<file path="src/rtl/uart_tx_arbiter.sv">
// uart_tx_arbiter: round-robin packet arbiter feeding one UART TX FIFO.
// Four requesters offer bytes. A grant locks the UART to one owner until
// that owner's last byte is accepted by the FIFO.
// Optional feature macro: UART_TX_ARB_TIMEOUT_EN. When defined, an owner that
// stops offering bytes for TIMEOUT consecutive locked cycles is forcibly released.
//
// Handshake: a byte moves only in a cycle where the arbiter is locked,
// req[owner]=1 and tx_full=0. In that cycle wr=1, and ack[owner] pulses in
// the same cycle. A requester holds req, last and its data byte stable until
// it sees its ack.
module uart_tx_arbiter #(
    parameter int unsigned TIMEOUT = 200
) (
    input  logic        clk,
    input  logic        rst,
    input  logic        en,
    input  logic [3:0]  req,
    input  logic [3:0]  last,
    input  logic [31:0] data,
    output logic [3:0]  ack,
    input  logic        tx_full,
    output logic        wr,
    output logic [7:0]  wdata,
    output logic        gnt_valid,
    output logic [1:0]  gnt_id,
    output logic        timeout_err,
    output logic        state_dbg
);

    typedef enum logic {
        ST_IDLE = 1'b0,
        ST_LOCK = 1'b1
    } state_t;

    state_t     state;
    state_t     state_nxt;
    logic [1:0] owner;
    logic [1:0] rr_ptr;
    logic [1:0] pick;
    logic [1:0] pick_idx;
    logic       pick_found;
    logic       owner_req;
    logic       owner_last;
    logic [7:0] owner_byte;
    logic       byte_take;
    logic       release_lock;
    logic       timeout_hit;

    // TIMEOUT is legal in 1..65535. An out-of-range value leaves this marker
    // scope in the hierarchy, so it is easy to spot.
    if (TIMEOUT == 0 || TIMEOUT > 65535) begin : g_timeout_out_of_range
    end

    assign owner_req  = req[owner];
    assign owner_last = last[owner];
    assign owner_byte = data[{owner, 3'b000} +: 8];

    // A byte is taken only while locked, with the owner offering a byte and
    // the FIFO able to accept it. A forced release or a reset blocks the byte.
    assign byte_take    = (state == ST_LOCK) & owner_req & ~tx_full & ~timeout_hit & ~rst;
    assign release_lock = (byte_take & owner_last) | timeout_hit;

`ifdef UART_TX_ARB_TIMEOUT_EN
    logic [15:0] idle_cnt;

    assign timeout_hit = (state == ST_LOCK) && (idle_cnt == 16'(TIMEOUT));

    // Count locked cycles in which the owner offers nothing.
    // Clear the count in IDLE, so that each new lock starts from zero.
    always_ff @(posedge clk) begin
        if (rst) begin
            idle_cnt <= '0;
        end else if (state == ST_IDLE || owner_req || timeout_hit) begin
            idle_cnt <= '0;
        end else begin
            idle_cnt <= idle_cnt + 16'd1;
        end
    end
`else
    assign timeout_hit = 1'b0;
`endif

    // Search the requesters round-robin, starting with the one after the
    // last owner. The first requester found with req set is the new owner.
    always_comb begin
        pick       = '0;
        pick_idx   = '0;
        pick_found = 1'b0;
        for (int k = 1; k <= 4; k++) begin
            pick_idx = rr_ptr + 2'(k);
            if (!pick_found && req[pick_idx]) begin
                pick       = pick_idx;
                pick_found = 1'b1;
            end
        end
    end

    // State register.
    always_ff @(posedge clk) begin
        if (rst) begin
            state <= ST_IDLE;
        end else begin
            state <= state_nxt;
        end
    end

    // Grant bookkeeping. The owner is latched when the lock is entered.
    // The round-robin pointer moves to the owner when the lock is released.
    always_ff @(posedge clk) begin
        if (rst) begin
            owner  <= 2'd0;
            rr_ptr <= 2'd3;
        end else begin
            if (state == ST_IDLE && state_nxt == ST_LOCK) begin
                owner <= pick;
            end
            if (state == ST_LOCK && release_lock) begin
                rr_ptr <= owner;
            end
        end
    end

    // Next-state logic. In IDLE, lock when enabled and a request is present.
    // In LOCK, return to IDLE on an accepted last byte or on a timeout.
    always_comb begin
        state_nxt = state;
        case (state)
            ST_IDLE: if (en && (req != 4'b0000)) state_nxt = ST_LOCK;
            ST_LOCK: if (release_lock)           state_nxt = ST_IDLE;
            default: state_nxt = ST_IDLE;
        endcase
    end

    // Outputs. The byte path is combinational from the owner's inputs.
    // The grant outputs come from registered state.
    always_comb begin
        wr          = byte_take;
        ack         = byte_take ? (4'b0001 << owner) : 4'b0000;
        wdata       = (state == ST_LOCK) ? owner_byte : 8'h00;
        gnt_valid   = (state == ST_LOCK);
        gnt_id      = owner;
        timeout_err = timeout_hit & ~rst;
        state_dbg   = state;
    end

endmodule

</file>
<file path="config.mk">
export PLATFORM = sky130hd
export DESIGN_NAME = uart_tx_arbiter
export DESIGN_NICKNAME = d
export VERILOG_FILES = /design/src/rtl/uart_tx_arbiter.sv
export SDC_FILE = /design/constraint.sdc
export NUM_CORES = 1
export LEC_CHECK = 0
export BUFFER_PORTS_ARGS = -buffer_cell sky130_fd_sc_hd__buf_4
export CAP_MARGIN = 20
export CORE_MARGIN = 2
export CORE_UTILIZATION = 35
export DETAILED_ROUTE_END_ITERATION = 12
export GPL_ROUTABILITY_DRIVEN = 0
export PLACE_DENSITY_LB_ADDON = 0.3
export SLEW_MARGIN = 20
export SYNTH_ARGS = -nofsm -noshare
export SYNTH_HDL_FRONTEND = slang
export SYNTH_SLANG_ARGS = --single-unit
</file>
<file path="constraint.sdc">
create_clock -name clk -period 2.7 [get_ports clk]
set_input_delay 0.54 -clock clk [delete_from_list [all_inputs] [get_ports clk]]
set_output_delay 0.54 -clock clk [all_outputs]
set_load 0.05 [all_outputs]
</file>
### Yosys cells after proc, flatten, opt, wreduce, memory -nomap -nowiden

Index checks and enable logic that the tools add are counted.

| cells by class | value |
|---|---|
| shifts and indexed selects | 2 |
| reductions and logical operators | 10 |
| mux-type cells | 24 |
| bitwise operators | 7 |
| order comparisons | 5 |
| add/sub/neg operators | 3 |

Operators by type and width:

| cell | number |
|---|---|
| indexed part select 32 x 6 -> 8 bit | 1 |
| less-than comparator 2 x 3 -> 1 bit, second input constant | 5 |
| binary-select mux 1 bit (select 2 bit) | 6 |
| 2-to-1 mux 1 bit | 11 |
| 2-to-1 mux 2 bit | 4 |
| 2-to-1 mux 8 bit | 1 |
| logical AND 1 bit | 6 |
| adder 2 bit, second input constant | 2 |
| bitwise AND 1 bit | 4 |
| 2-to-1 mux 4 bit | 1 |
| nonzero test 4 bit | 1 |
| << shifter 1 x 2 -> 4 bit, first input constant | 1 |
| zero test 1 bit | 3 |
| NOT 1 bit | 3 |
| adder 2 x 1 -> 2 bit, second input constant | 1 |
| one-hot mux 1 bit (2 select lines) | 1 |

| word-level totals | value |
|---|---|
| input bits | 44 |
| word-level logic and storage cells | 54 |
| bits in registers | 5 |

### Depth between registers and ports, before layout

Gate-level depths: netlist of the first run.

| logic depth | value |
|---|---|
| word-level depth | 13 |
| gate-level depth with buffers | 5 |
| mapped depth without buffers | 4 |

### Least setup slack after synthesis of the first run

OpenSTA, ideal clock, no wires.

| path | value |
|---|---|
| path kind | register to output |
| from | register state (netlist: gnt_valid) |
| to | output port ack[0] |
| arrival | 2.440 ns |
| buffers on the path | 0 |
| cell stages (with the launch flop) | 3 |
| slack | -0.280 ns |
| data required time | 2.160 ns |
| path through | dfxtp_1 -> or4b_4 -> nor3b_1 |

| on the way | value |
|---|---|
| cells in the longest elaborated chain, start to end | 4 |

Ends and longest elaborated chain:

| item | RTL line | RTL |
|---|---|---|
| from (decl) | 35 | `state_t state;` |
| from (signal assigned) | 103 | `state <= state_nxt;` |
| bitwise AND 1 bit (3 in series) | 60 | `assign byte_take = (state == ST_LOCK) & owner_req & ~tx_full & ~timeout_hit & ~rst;` |
| 2-to-1 mux 4 bit | 138 | `ack = byte_take ? (4'b0001 << owner) : 4'b0000;` |
| to (decl) | 20 | `output logic [3:0] ack,` |

Every way passes these cells.

### Final worst setup path of the first run

| path | value |
|---|---|
| from | register owner[0] (netlist: gnt_id[0]) |
| to | output port wdata[6] |

| on the way | value |
|---|---|
| cells in the longest elaborated chain, start to end | 2 |

Ends and longest elaborated chain:

| item | RTL line | RTL |
|---|---|---|
| from (decl) | 37 | `logic [1:0] owner;` |
| from (signal assigned) | 115 | `owner <= pick;` |
| indexed part select 32 x 6 -> 8 bit | 56 | `assign owner_byte = data[{owner, 3'b000} +: 8];` |
| 2-to-1 mux 8 bit | 139 | `wdata = (state == ST_LOCK) ? owner_byte : 8'h00;` |
| to (decl) | 23 | `output logic [7:0] wdata,` |

Every way passes these cells.

==> results of run 1 <==
-- through the flow --
| step | utilization [%] | hold slack, ns | cell area, um^2 | power (uW) | cells |
|---|---|---|---|---|---|
| after floorplan | - | 0.5113 | 660.6 | 199.1 | 68 |
| after CTS | 66.67 | 0.5233 | 1151 | 363.9 | 153 |
| after global routing | 66.67 | 0.5171 | 1151 | 384.6 | 153 |
| final | 66.67 | 0.5252 | 1151 | 360.6 | 153 |
| after detailed placement | 65.14 | 0.5677 | 1125 | 278.1 | 149 |
| after global placement | 65.14 | 0.5355 | 1125 | 274.5 | 149 |
-- report_power, final --
| group | switching, uW | total, uW | internal (uW) |
|---|---|---|---|
| sequential | 11.0 | 88.7 | 77.6 |
| combinational | 91.3 | 187 | 95.7 |
| clock | 29.1 | 84.9 | 55.8 |
| total | 131 | 361 | 229 |
-- placed cells by master (no fill, tap or decap), types with 2 or more instances in the layout --
master,synthesis,final
sky130_fd_sc_hd__and2_1,8,8
sky130_fd_sc_hd__inv_1,4,4
sky130_fd_sc_hd__dfxtp_1,5,5
sky130_fd_sc_hd__o21ai_0,2,2
sky130_fd_sc_hd__nor2_1,5,5
sky130_fd_sc_hd__clkbuf_4,0,3
sky130_fd_sc_hd__mux2i_1,7,7
sky130_fd_sc_hd__nand2_1,3,3
sky130_fd_sc_hd__buf_4,2,62
sky130_fd_sc_hd__mux4_2,8,8
sky130_fd_sc_hd__nor3b_2,0,2
-- sequential cells by signal, indices dropped and copies added, names as in the netlist --
signal / cells
gnt_id: 2
rr_ptr: 2
gnt_valid: 1
-- critical path, cell delays in order (launching register included) --
cell                      delay, ns
sky130_fd_sc_hd__dfxtp_1       0.77
sky130_fd_sc_hd__mux4_2        0.57
sky130_fd_sc_hd__and2_1        0.17
sky130_fd_sc_hd__buf_4         0.18
-- cell type report --
class                   count  area share (%)
repair buffers             62           40.43
inverters                   4           1.304
flip-flops and latches      5           8.696
well taps                  25           2.717
multi-input cells          53           44.57
clock buffers               4           2.283
-- per-layer routing --
layer / share of wire [%] / vias to the layer above / track usage [%]
met5: 0 / - / 0
met3: 14 / 0 / 6.923
met4: 0 / 0 / 2.222
met2: 46 / 39 / 28.22
met1: 40 / 351 / 18.08
li1: - / 377 / -
-- cell families (layout without fill, tap and decap cells) --
logic type      after synthesis  after routing  synth area share (%)
flops                         5              5                 15.50
simple gates                 25             25                 23.45
buf+inv                      10             70                 7.363
other cells                   1              1                0.5808
mux                          15             15                 38.76
compound gates               12             12                 14.34
-- path summary, 6_finish.rpt --
kind                           from  slack (ns)  cells past startpoint                endpoint
min                             rst        0.53                      2  gnt_id[1]$_SDFFE_PP0P_
min reg2reg  rr_ptr[0]$_SDFFE_PP1P_        0.56                      2  rr_ptr[0]$_SDFFE_PP1P_
max          gnt_id[0]$_SDFFE_PP0P_        0.23                      3                wdata[6]
max reg2reg  gnt_id[0]$_SDFFE_PP0P_        0.94                      4  rr_ptr[1]$_SDFFE_PP1P_
==> run metrics, run 1 <==
Worst-path clk slew 0.05 ns; critical path endpoint category primary output; via count of the first global-routing pass 639; largest net degree at the start of global routing 17; global-route wire length before repair 2.628 mm; setup repair after global routing missed its margin false; antenna diode instance count 0; total DRC errors in the routed layout 0; power density over cell area 313.2 nW/um^2; Setup Slack @ Placement 0.4575 ns; Worst Slack Setup Final 0.2314 ns; setup tns final 0 ns; static power due to leakage 0.0005270 uW; Initial Utilization 37.39%; clk_lat worst skew 0.24 ns; net count after synthesis 112; Setup Buffers After CTS 0; area occupied by registers 100.1 um^2; Max Clk Rate 0.4051 GHz; number of max-capacitance violations reported 0; worst slew pin tran 0.7095 ns; count of endpoints failing hold in the final timing report 0; path class of the lowest-slack min-delay path input pin to register; floorplan die width 46.95 um; total area of multi-input combinational cells 513.0 um^2; synthesized netlist cell count 68; Post-Synthesis Cell Area 645.6 um^2; Syn-to-layout area delta 78.29%; category of the most critical setup path register to primary output; dominant cell type by area after synthesis sky130_fd_sc_hd__mux4_2; CP startpoint kind register; critical path fanouts, max 15; number of clock sinks 5; number of storage elements in the synthesis netlist 5; final setup fails 0; Tot GR Track Use 15.89%; cts bufs inserted 3; Post-synth EDFFs 0; outcome completed; die height 46.95 um; CP arrival 1.93 ns; portion of the clock cycle consumed by the worst path in the final layout 91.43%; antenna violation net count after detailed routing 0; cell types occupying the most area after synthesis sky130_fd_sc_hd__mux4_2 (28%), sky130_fd_sc_hd__dfxtp_1 (16%), sky130_fd_sc_hd__mux2i_1 (11%); number of gates given a new drive strength after cts 0; hold bufs inserted after CTS 0; main flop type after synthesis sky130_fd_sc_hd__dfxtp_1; Routed WL per cell 12.78 um; IO Port Bufs 60; peak supply drop 0.2542 mV; hpwl dp 1.597 mm; total routed wirelength 1.955 mm; mean instance size in the synthesized netlist 9.494 um^2; number of buffers on the longest clock path 2; GR Overflow Total 0; Filler cells 144; H-tree depth reported by CTS 1; Yosys warnings 0; Slew Limit Fails 0; full die area 2204 um^2; floorplan core area 1727 um^2; first-pass iteration count of the detailed router 4; Cell Rows 15; number of top-level pins 62; min cycle time layout 2.469 ns; First DRT Iteration DRCs 4; number of distinct library cells after synthesis 30; library cell used as clock root buffer sky130_fd_sc_hd__clkbuf_4; share of synthesized area occupied by flip-flops and latches 15.50%; ys async rst share 0%; fraction of synthesized cell area taken by the top area cell type 27.91%; number of vias in the routed layout 767; vias per inst 5.013; worst clock skew 0.003526 ns; clock tree from TritonCTS yes; final net count 173; commonest cells in the netlist sky130_fd_sc_hd__and2_1 (8), sky130_fd_sc_hd__mux4_2 (8), sky130_fd_sc_hd__mux2i_1 (7), sky130_fd_sc_hd__dfxtp_1 (5), sky130_fd_sc_hd__nor2_1 (5); antenna violations before repair 0; worst path required time 2.16 ns; share of layout cells above drive strength 1 61.72%; Max-Slew Margin vs Limit 52.63%
(Power assumes the default switching activity.)
==> run 2: changes to the inputs <==
==> constraint.sdc (replaced) <==
create_clock -name clk -period 2.7 [get_ports clk]
set_input_delay 0 -clock clk [delete_from_list [all_inputs] [get_ports clk]]
set_output_delay 0 -clock clk [all_outputs]
set_load 0.05 [all_outputs]
==> run 2 against run 1 <==
Net effect: sequential share of layout area grew 0.15 points; hold slack got worse by 0.45 ns; sequential power rose by 4.8%; critical endpoint is now wdata[7].
==> run metrics, run 2 (same netlist as run 1, synthesis figures left out) <==
total internal power 227.7 uW (was 229.1 uW); CP arrival 1.94 ns (was 1.93 ns); Worst-path clk slew 0.04 ns (was 0.05 ns); number of gates given a new drive strength after cts 0 (unchanged); min cycle time layout 1.941 ns (was 2.469 ns); first-pass iteration count of the detailed router 2 (was 4); number of clock sinks 5 (unchanged); clock tree from TritonCTS yes (unchanged); path class of the lowest-slack min-delay path input pin to register (unchanged); Max-Slew Margin vs Limit 52.82% (was 52.63%); sequential fraction of design power 26.0% (was 24.6%); vias per inst 5.072 (was 5.013); number of buffers on the longest clock path 2 (unchanged); global-route wire length before repair 2.739 mm (was 2.628 mm); antenna diode instance count 0 (unchanged); Inst Count DP 147 (was 149); Routed WL per cell 12.74 um (was 12.78 um); Cell Rows 15 (unchanged); via count of the first global-routing pass 669 (was 639); final setup fails 0 (unchanged); cell type group with the largest total delay on the critical path flip-flops (unchanged); Syn-to-layout area delta 75.19% (was 78.29%); floorplan core area 1727 um^2 (unchanged); IO Port Bufs 60 (unchanged); floorplan die width 46.95 um (unchanged); Initial Utilization 37.39% (unchanged); count of endpoints failing hold in the final timing report 0 (unchanged); critical path endpoint category primary output (unchanged); die height 46.95 um (unchanged); antenna violations before repair 0 (unchanged); worst clock skew 0.003003 ns (was 0.003526 ns); buffers and inverters on the worst path 1 (unchanged); category of the most critical setup path register to primary output (unchanged); outcome completed (unchanged); utilization of the core after routing 65.51% (was 66.67%); antenna violation net count after detailed routing 0 (unchanged); worst slew pin tran 0.7068 ns (was 0.7095 ns); GR Overflow Total 0 (unchanged); Setup Buffers After CTS 0 (unchanged); most common cell after layout, fill and taps aside sky130_fd_sc_hd__buf_4 (unchanged); CP startpoint kind register (unchanged); non-filler instance count after layout 152 (was 153); Max Clk Rate 0.5153 GHz (was 0.4051 GHz); portion of the clock cycle consumed by the worst path in the final layout 71.87% (was 91.43%); total routed wirelength 1.936 mm (was 1.955 mm); power density over cell area 316.1 nW/um^2 (was 313.2 nW/um^2); Tot GR Track Use 17.17% (was 15.89%); library cell used as clock root buffer sky130_fd_sc_hd__clkbuf_4 (unchanged); First DRT Iteration DRCs 4 (unchanged); most frequent cells in the layout sky130_fd_sc_hd__buf_4 (60), sky130_fd_sc_hd__mux4_2 (8), sky130_fd_sc_hd__and2_1 (8) (was sky130_fd_sc_hd__buf_4 (62), sky130_fd_sc_hd__mux4_2 (8), sky130_fd_sc_hd__and2_1 (8)); Filler cells 160 (was 144); Net Switching 129.8 uW (was 131.5 uW); peak supply drop 0.2903 mV (was 0.2542 mV); largest net degree at the start of global routing 19 (was 17); Critical Path, Cell by Cell mux4_2, and2_1, buf_4 (unchanged); overall power consumption 357.5 uW (was 360.6 uW); critical path fanouts, max 15 (unchanged); full die area 2204 um^2 (unchanged); hold bufs inserted after CTS 1 (was 0); worst path required time 2.70 ns (was 2.16 ns); clock share of power 23.5% (was 23.6%); Slew Limit Fails 0 (unchanged); clk_lat worst skew 0.24 ns (about the same); final net count 172 (was 173); cts bufs inserted 3 (unchanged); H-tree depth reported by CTS 1 (unchanged); hpwl dp 1.594 mm (was 1.597 mm); static power due to leakage 0.0005179 uW (was 0.0005270 uW); total DRC errors in the routed layout 0 (unchanged); CP max-delay cell sky130_fd_sc_hd__dfxtp_1 (unchanged); share of layout cells above drive strength 1 58.27% (was 61.72%); number of top-level pins 62 (unchanged); number of max-capacitance violations reported 0 (unchanged); slowest cell delay on critical path 0.76 ns (was 0.77 ns); number of vias in the routed layout 771 (was 767); setup repair after global routing missed its margin false (unchanged); Switching Share 36.32% (was 36.46%); combinational fraction of design power 50.5% (was 51.9%); setup tns final 0 ns (unchanged)
run 2: changes by cell type in the layout (fill, tap and decap cells not counted):
cell / previous run / this run
sky130_fd_sc_hd__buf_4: 62 / 60
sky130_fd_sc_hd__dlygate4sd3_1: 0 / 1
sky130_fd_sc_hd__nor3_1: 0 / 1
sky130_fd_sc_hd__nor3_2: 1 / 0
sky130_fd_sc_hd__nor3b_1: 0 / 2
sky130_fd_sc_hd__nor3b_2: 2 / 0
run 2: per-stage QoR:
| step | worst slack, ns | hold slack [ns] | area [um^2] |
|---|---|---|---|
| floorplan | 0.2596 | 0.06907 | 645.6 |
| global placement | 1.008 | 0.2203 | 1095 |
| detailed placement | 0.9646 | 0.2274 | 1095 |
| CTS | 0.7082 | 0.07330 | 1131 |
| global route | 0.6124 | 0.08487 | 1131 |
| finish | 0.7594 | 0.07788 | 1131 |
run 2: layout make-up:
| type | count | area [um^2] | area share, % |
|---|---|---|---|
| repair buffers | 61 | 460.4 | 40.71 |
| well taps | 25 | 31.28 | 2.765 |
| inverters | 4 | 15.01 | 1.327 |
| flip-flops and latches | 5 | 100.1 | 8.850 |
| clock buffers | 4 | 26.28 | 2.323 |
| multi-input cells | 53 | 498.0 | 44.03 |
run 2: path summary, 6_finish.rpt:
| kind | slack, ns | cells past startpoint | start | to |
|---|---|---|---|---|
| worst max-delay path | 0.76 | 3 | gnt_id[0]$_SDFFE_PP0P_ | wdata[7] |
| worst min-delay path | 0.08 | 3 | req[0] | gnt_id[0]$_SDFFE_PP0P_ |
| worst max register to register | 0.98 | 4 | gnt_id[0]$_SDFFE_PP0P_ | rr_ptr[1]$_SDFFE_PP1P_ |
| worst min register to register | 0.56 | 2 | rr_ptr[0]$_SDFFE_PP1P_ | rr_ptr[0]$_SDFFE_PP1P_ |
run 2: metal layers:
| layer | track usage (%) | routed length, um |
|---|---|---|
| met5 | 0 | 0 |
| met4 | 3.333 | 0 |
| met3 | 5.769 | 266 |
| met2 | 33.70 | 997 |
| met1 | 17.41 | 673 |
run 2: power groups by stage:
| stage | logic (uW) | clock network [uW] | registers, uW |
|---|---|---|---|
| floorplan | 104 | 0 | 94.0 |
| global placement | 178 | 0 | 94.6 |
| detailed placement | 180 | 0 | 95.1 |
| CTS | 182 | 87.7 | 93.7 |
| global route | 190 | 92.4 | 95.8 |
| finish | 180 | 84.1 | 93.0 |
run 2: worst reg2reg max path, stage by stage, from the launching register on:
cell and delay (ns):
sky130_fd_sc_hd__dfxtp_1 0.52, sky130_fd_sc_hd__or4b_4 0.65, sky130_fd_sc_hd__o22ai_2 0.20, sky130_fd_sc_hd__nand2_2 0.11, sky130_fd_sc_hd__mux2i_1 0.12
